## src/rtl/pipe_ctrl_pkg.sv

```systemverilog
// Shared definitions for the pipeline stall/flush controller: state codes,
// register-specifier width, NOP encoding and the load-use hazard check.
package pipe_ctrl_pkg;

  localparam int unsigned REG_BITS = 3;
  localparam int unsigned INSN_W   = 19;

  localparam logic [0:0] StRun    = 1'b0;
  localparam logic [0:0] StMcWait = 1'b1;

  // All-zero word is the NOP loaded by bubble/flush into the pipeline registers.
  localparam logic [INSN_W-1:0] NOP_INSN = '0;

  function automatic logic load_use(input logic             memread,
                                    input logic [REG_BITS-1:0] ex_rt,
                                    input logic [REG_BITS-1:0] id_rs,
                                    input logic [REG_BITS-1:0] id_rt);
    return memread && ((ex_rt == id_rs) || (ex_rt == id_rt));
  endfunction

endpackage

```

## src/rtl/sat_counter.sv

```systemverilog
// Saturating up-counter with enable and synchronous active-low clear.
module sat_counter #(
  parameter int unsigned Width = 16
) (
  input  logic             clk_i,
  input  logic             clr_ni,
  input  logic             en_i,
  output logic [Width-1:0] cnt_o
);

  logic [Width-1:0] cnt_q;

  always_ff @(posedge clk_i) begin
    if (!clr_ni) begin
      cnt_q <= '0;
    end else if (en_i && (cnt_q != {Width{1'b1}})) begin
      cnt_q <= cnt_q + Width'(1);
    end
  end

  assign cnt_o = cnt_q;

endmodule

```

## src/rtl/pipeline_stall_ctrl.sv

```systemverilog
// Prioritised stall/flush scheduler: memory wait, multi-cycle EX op, branch flush
// and load-use hazard drive the PC and pipeline-register enables/bubbles.
module pipeline_stall_ctrl #(
  parameter int unsigned REG_BITS   = 3,
  parameter int unsigned MC_TIMEOUT = 64,
  parameter int unsigned CNT_W      = 16
) (
  input  logic                clk,
  input  logic                reset,
  input  logic                EX_memread,
  input  logic [REG_BITS-1:0] EX_rt,
  input  logic [REG_BITS-1:0] ID_rs,
  input  logic [REG_BITS-1:0] ID_rt,
  input  logic                EX_mcop,
  input  logic                mc_done,
  input  logic                branch_taken,
  input  logic                mem_ready,
  output logic                PCWrite,
  output logic                IF_IDwrite,
  output logic                IF_ID_flush,
  output logic                ID_EX_write,
  output logic                ID_EX_bubble,
  output logic                EX_MEM_write,
  output logic                EX_MEM_bubble,
  output logic                mc_start,
  output logic                mc_abort,
  output logic                hazard,
  output logic                mc_err,
  output logic [CNT_W-1:0]    stall_cnt
);
  import pipe_ctrl_pkg::*;

  localparam int unsigned ToW = $clog2(MC_TIMEOUT + 1);

  logic [0:0]     state_q, state_d;
  logic           mc_err_q, mc_err_d;
  logic [ToW-1:0] timeout;
  logic           to_clr, to_en;
  logic           lu_hit;

  assign lu_hit = load_use(EX_memread, EX_rt, ID_rs, ID_rt);

  always_comb begin
    PCWrite       = 1'b1;
    IF_IDwrite    = 1'b1;
    IF_ID_flush   = 1'b0;
    ID_EX_write   = 1'b1;
    ID_EX_bubble  = 1'b0;
    EX_MEM_write  = 1'b1;
    EX_MEM_bubble = 1'b0;
    mc_start      = 1'b0;
    mc_abort      = 1'b0;
    hazard        = 1'b0;
    state_d       = state_q;
    to_clr        = 1'b0;
    to_en         = 1'b0;

    if (!reset) begin
      state_d = StRun;
    end else if (!mem_ready) begin
      // Full freeze: state and timeout hold, only stall_cnt advances.
      PCWrite      = 1'b0;
      IF_IDwrite   = 1'b0;
      ID_EX_write  = 1'b0;
      EX_MEM_write = 1'b0;
    end else if (state_q == StMcWait) begin
      if (mc_done) begin
        state_d = StRun;
        to_clr  = 1'b1;
      end else begin
        PCWrite       = 1'b0;
        IF_IDwrite    = 1'b0;
        ID_EX_write   = 1'b0;
        EX_MEM_bubble = 1'b1;
        if (timeout == ToW'(MC_TIMEOUT - 1)) begin
          mc_abort = 1'b1;
          state_d  = StRun;
          to_clr   = 1'b1;
        end else begin
          to_en = 1'b1;
        end
      end
    end else if (branch_taken) begin
      IF_ID_flush  = 1'b1;
      ID_EX_bubble = 1'b1;
    end else if (lu_hit) begin
      hazard       = 1'b1;
      PCWrite      = 1'b0;
      IF_IDwrite   = 1'b0;
      ID_EX_bubble = 1'b1;
    end else if (EX_mcop) begin
      mc_start      = 1'b1;
      EX_MEM_bubble = 1'b1;
      PCWrite       = 1'b0;
      IF_IDwrite    = 1'b0;
      ID_EX_write   = 1'b0;
      state_d       = StMcWait;
      to_clr        = 1'b1;
    end
  end

  assign mc_err_d = mc_err_q | mc_abort;

  always_ff @(posedge clk) begin
    if (!reset) begin
      state_q  <= StRun;
      mc_err_q <= 1'b0;
    end else begin
      state_q  <= state_d;
      mc_err_q <= mc_err_d;
    end
  end

  assign mc_err = mc_err_q;

  sat_counter #(
    .Width(ToW)
  ) u_timeout (
    .clk_i (clk),
    .clr_ni(reset & ~to_clr),
    .en_i  (to_en),
    .cnt_o (timeout)
  );

  sat_counter #(
    .Width(CNT_W)
  ) u_stall_cnt (
    .clk_i (clk),
    .clr_ni(reset),
    .en_i  (reset & ~PCWrite),
    .cnt_o (stall_cnt)
  );

endmodule

```

## config.mk

```make
export PLATFORM = sky130hd
export DESIGN_NAME = pipeline_stall_ctrl
export DESIGN_NICKNAME = d
export VERILOG_FILES = /design/src/rtl/pipe_ctrl_pkg.sv /design/src/rtl/sat_counter.sv /design/src/rtl/pipeline_stall_ctrl.sv
export SDC_FILE = /design/constraint.sdc
export NUM_CORES = 1
export LEC_CHECK = 0
export BUFFER_PORTS_ARGS = -buffer_cell sky130_fd_sc_hd__buf_2
export CAP_MARGIN = 20
export CORE_ASPECT_RATIO = 1.5
export CORE_MARGIN = 1.5
export CORE_UTILIZATION = 56
export DETAILED_ROUTE_END_ITERATION = 10
export GPL_TIMING_DRIVEN = 0
export PLACE_DENSITY = 0.8
export SLEW_MARGIN = 20
export SYNTH_ARGS = -nofsm -noshare
export SYNTH_HDL_FRONTEND = slang
export SYNTH_SLANG_ARGS = --single-unit
```

## constraint.sdc

```tcl
create_clock -name clk -period 3.9 [get_ports clk]
set_input_delay 0.39 -clock clk [delete_from_list [all_inputs] [get_ports clk]]
set_output_delay 0.39 -clock clk [all_outputs]
set_load 0.005 [all_outputs]
```

## After elaboration in Yosys (flattened, before gate mapping)

Index checks and enable logic that the tools add are counted.

- Flip-flop bits (word level): 25
- Output and inout port bits: 27
- Word-level logic and storage cells: 72

- Equality and inequality tests: 5
- Reduce and logical (&&, ||, !) cells: 4
- Muxes and demuxes: 52
- Add/sub/neg operators: 2
- Bitwise gates (word level): 5

Operator list:

| kind | count |
|---|---|
| 1-bit two-way mux | 52 |
| 16-bit by 1-bit adder with 16-bit output, second input constant | 1 |
| 16-bit != test, second input constant | 1 |
| 7-bit by 1-bit adder with 7-bit output, second input constant | 1 |
| 7-bit by 6-bit equality test with 1-bit output, second input constant | 1 |
| 7-bit != test, second input constant | 1 |
| 3-bit equality test | 2 |
| 1-bit logical AND | 3 |
| 1-bit bitwise AND | 2 |
| 1-bit inverter | 2 |
| 1-bit logical OR | 1 |
| 1-bit OR | 1 |

## Longest topological paths before layout

- Depth in word-level cells: 11
- Depth in mapped cells: 6

## Modules after synthesis

A second synthesis with hierarchy kept.

- Cell total of the unflattened synthesis: 178
- Area total of the unflattened synthesis: 1,527.7 um2

By module, submodules not included:

| module | instances | area an instance (um2) | cells an instance |
|---|---|---|---|
| sat_counter at u_stall_cnt | 1 | 837.1 | 97 |
| pipeline_stall_ctrl | 1 | 361.6 | 45 |
| sat_counter at u_timeout | 1 | 329.1 | 36 |

## Worst setup path before layout

Ideal clock, no wire load.

- Kind: in2out
- From: input ID_rs[1]
- To: output PCWrite
- Data required time: 3,510 ps
- Arrival time: 1,399 ps
- Slack: 2,111 ps
- Path buffers: 2
- Stages on the path: 6
- Cell sequence: xnor2_1 -> nand4_2 -> a41oi_4 -> buf_6 -> nand2_1 -> buf_4

- Longest elaborated chain between the ends: 8

RTL lines:

| what | RTL line | source |
|---|---|---|
| start, declared | pipeline_stall_ctrl.sv:12 | `input logic [REG_BITS-1:0] ID_rs,` |
| 3-bit equality test | pipe_ctrl_pkg.sv:18 | `return memread && ((ex_rt == id_rs) \|\| (ex_rt == id_rt));` |
| 1-bit logical OR | pipe_ctrl_pkg.sv:18 |  |
| 1-bit logical AND | pipe_ctrl_pkg.sv:18 |  |
| 1-bit two-way mux (5 in series) | -- |  |
| end, declared | pipeline_stall_ctrl.sv:18 | `output logic PCWrite,` |

No other way between the ends.

## Worst setup path after layout

- From: register state_q
- To: output PCWrite

- Longest elaborated chain between the ends: 3

RTL lines:

| what | RTL line | source |
|---|---|---|
| start, declared | pipeline_stall_ctrl.sv:35 | `logic [0:0] state_q, state_d;` |
| start signal, assigned | pipeline_stall_ctrl.sv:106 | `state_q <= StRun;` |
| start signal, assigned | pipeline_stall_ctrl.sv:109 | `state_q <= state_d;` |
| 1-bit two-way mux | pipeline_stall_ctrl.sv:66 | `end else if (state_q == StMcWait) begin` |
| 1-bit two-way mux | pipeline_stall_ctrl.sv:60 | `end else if (!mem_ready) begin` |
| 1-bit two-way mux | pipeline_stall_ctrl.sv:58 | `if (!reset) begin` |

No other way between the ends.

==> metrics.md <==
| Metric | Value |
|---|---|
| First-pass GRT wire length | `6147 µm` |
| Via count | `1519` |
| Setup Skew | `0.004746 ns` |
| Final Wtd Congestion | `0.8665` |
| Register area share after synthesis | `31.60%` |
| Dominant synthesized flop cell | `dfxtp_1` |
| Overall Power | `505.4 µW` |
| Post_cts resized | `0` |
| Buf/Inv on CP | `3` |
| Minimum hold slack | `0.4533 ns` |
| Worst VDD drop | `0.2439 mV` |
| Final #Nets | `244` |
| N_diodes | `0` |
| Reg clk slew, reported paths | `0.09 ns` |
| R2R depth | `6` |
| Grt ovf | `0` |
| Worst reg-to-reg setup slack | `2.01 ns` |
| Die outline width | `46.43 µm` |
| Met2 routed WL | `2114 µm` |
| Worst Path Required | `3.51 ns` |
| Hold endpoint | `u_timeout.cnt_o[6]` |
| Final Max Slew Viols | `0` |
| Die Ht | `68.14 µm` |
| Leakage | `0.8229 nW` |
| Max FO, Critical Path | `10` |
| Max cap viols | `0` |
| Seq cells post-synth | `25` |
| Vias in the first global route | `1465` |
| Layout cell share with drive strength beyond 1 | `31.56%` |
| Initial antenna violation count | `0` |
| Layout area overhead | `18.96%` |
| Average routed wire per standard cell | `14.06 µm` |
| CP max-delay cell | `dfxtp_1` |
| Total routed wirelength | `3683 µm` |
| Cts hold-fix bufs | `0` |
| Clock Latency Late Sink | `0.28 ns` |
| Worst slew pin tran | `0.5106 ns` |
| Area of the mapped netlist | `0.001584 mm²` |
| Library cells used by synthesis | `43` |
| PD cells | `268.2 mW/mm²` |
| WL met3 | `114 µm` |
| Core area | `0.002676 mm²` |
| DR vias/cell | `5.798` |
| Largest net degree at the start of global routing | `16` |
| Port Buffers | `41` |
| Detailed Route Iter0 Violations | `23` |
| Clock Tree Root | `clkbuf_8` |
| Post-CTS setup buffer count | `0` |
| Post-DP HPWL | `2869 µm` |
| Slew Limit Headroom | `65.96%` |
| WS Path Type | `reg -> out` |
| CP endpoint kind | `primary output` |
| Outcome | `complete, no violations` |
| CP Launch Type | `flop` |
| Top Metal Used | `met4` |
| Gate Count Post-Synth | `180` |
| Minimum clock period | `2.300 ns` |
| Reg-to-reg critical path endpoint | `u_stall_cnt.cnt_o[2]` |
| Final core occ | `70.41%` |
| First-pass iteration count of the detailed router | `4` |
| Clock tree from TritonCTS | `yes` |
| Hold Startpoint | `u_timeout.cnt_o[6]` |
| Hold Crit Class | `reg -> reg` |
| Gr usage total | `26.24%` |
| Synthesized net count | `198` |
| CP peak stage delay | `0.45 ns` |
| H-Tree Level Count | `1` |
| Crit path arrival time | `1.91 ns` |
| Max frequency | `0.4348 GHz` |
| Syn avg cell area | `8.800 µm²` |
| Number of remaining DRC errors | `0` |
| Ys async rst share | `0%` |
| RSZ-0062 raised after global routing | `no` |
| Final period utilization | `58.97%` |
| Cell depth of the worst hold path | `2` |
| Setup violators final | `0` |
| Worst r2r src | `u_stall_cnt.cnt_o[0]` |
| Starting Density | `59.19%` |
| CTS Sinks | `25` |
| # rows | `23` |
| Metal-1 WL | `1366 µm` |
| Post-synth EDFFs | `0` |
| Final Hold Viols | `0` |
| Yosys warns | `0` |
| Cts bufs inserted | `3` |
| CP Cell Sequence | `mux2i_1 > nor2b_2 > a41oi_4 > buf_6 > nand2_1 > buf_4 > buf_2` |
| Family with the most delay on the worst path | `flip-flops` |
| Max clock buf depth | `2` |
| Setup TNS | `0 ns` |
| Final ANT Viol Nets | `0` |
| Total Die Area | `0.003163 mm²` |
| IO Pins | `43` |
-- layer usage --
| metal | vias up | track usage, % |
|---|---|---|
| li1 | 749 | - |
| met1 | 723 | 27.39 |
| met2 | 36 | 49.83 |
| met3 | 11 | 3.430 |
| met4 | 0 | 10.71 |
| met5 | - | 0 |
-- tightest hold or removal path, stage by stage, from the launching register on --
cell	delay, ns
dfxtp_1	0.33
inv_1	0.05
nor2_1	0.03
-- registers in the layout, indices dropped and copies added (netlist names) --
signal             count
state_q                1
u_stall_cnt.cnt_o     16
u_timeout.cnt_o        7
mc_err                 1
-- cells in the mapped netlist (4+ instances only) --
cell,n,area [µm²]
dfxtp_1,25,500.5
nand2_1,18,67.56
nand4_1,14,87.58
nor2_1,14,52.55
inv_1,10,37.54
mux2i_1,10,100.1
nand2b_1,9,56.30
a21oi_1,8,40.04
a31o_2,6,52.55
nand3_1,6,30.03
o21ai_0,5,25.02
nor3_1,4,20.02
xnor2_1,4,35.03
-- worst max path at each step --
stage / cells after the start / startpoint / end / slack (ns)
after floorplan: 6 / ID_rs[1] / PCWrite / 2.11
after global placement: 6 / reset / PCWrite / 1.68
after detailed placement: 6 / reset / PCWrite / 1.63
after CTS: 7 / state_q / PCWrite / 1.59
after global routing: 7 / state_q / PCWrite / 1.47
final: 7 / state_q / PCWrite / 1.60
-- cell families after synthesis --
logic type,count (synthesis),share of synthesized area (%)
XOR/XNOR,10,6.951
multiplexers,10,6.319
AO/OA/AOI/OAI,30,14.69
flip-flops,25,31.60
buffers and inverters,16,4.818
AND/OR/NAND/NOR,87,34.05
adder cells (fa/ha/maj),2,1.580
-- metrics by stage --
| stage | setup WS, ns | cells | area (µm²) |
|---|---|---|---|
| floorplan | 2.111 | 180 | 1584 |
| global placement | 1.681 | 258 | 1836 |
| detailed placement | 1.629 | 258 | 1836 |
| CTS | 1.593 | 262 | 1884 |
| global route | 1.467 | 262 | 1884 |
| finish | 1.600 | 262 | 1884 |
-- report_power, final --
part           internal, mW  switching [mW]  total [mW]
Clock                0.0727          0.0904       0.163
Sequential            0.259         0.00424       0.263
Combinational        0.0347          0.0444      0.0791
Total                 0.366           0.139       0.505
-- final cells by class --
type	count	area, µm²
multi-input cells	139	1007
clock buffers	3	41.29
plain buffers	6	38.79
inverters	10	37.54
flip-flops and latches	25	500.5
fillers	235	792.0
well taps	37	46.29
repair buffers	41	205.2
clock inverters	1	7.507
-- cells in the final DEF, fill, tap and decap left out, drive strengths merged --
cell      count
clkbuf        6
nand4        19
o211ai        2
nor2         14
dfxtp        25
and3          3
nor2b         1
a21oi         8
a211oi        2
a311oi        1
nor4          2
o21ai         6
a41oi         1
mux2i        10
xor2          3
buf          44
nand2        18
nor3          5
nand3b        1
nand2b        9
inv          10
xnor2         7
nand4b        3
and2          3
a31oi         2
a31o          6
a21o          2
ha            2
nor3b         1
clkinvlp      1
nand3         6
and4          2
Power figures use the tool's default switching activity.
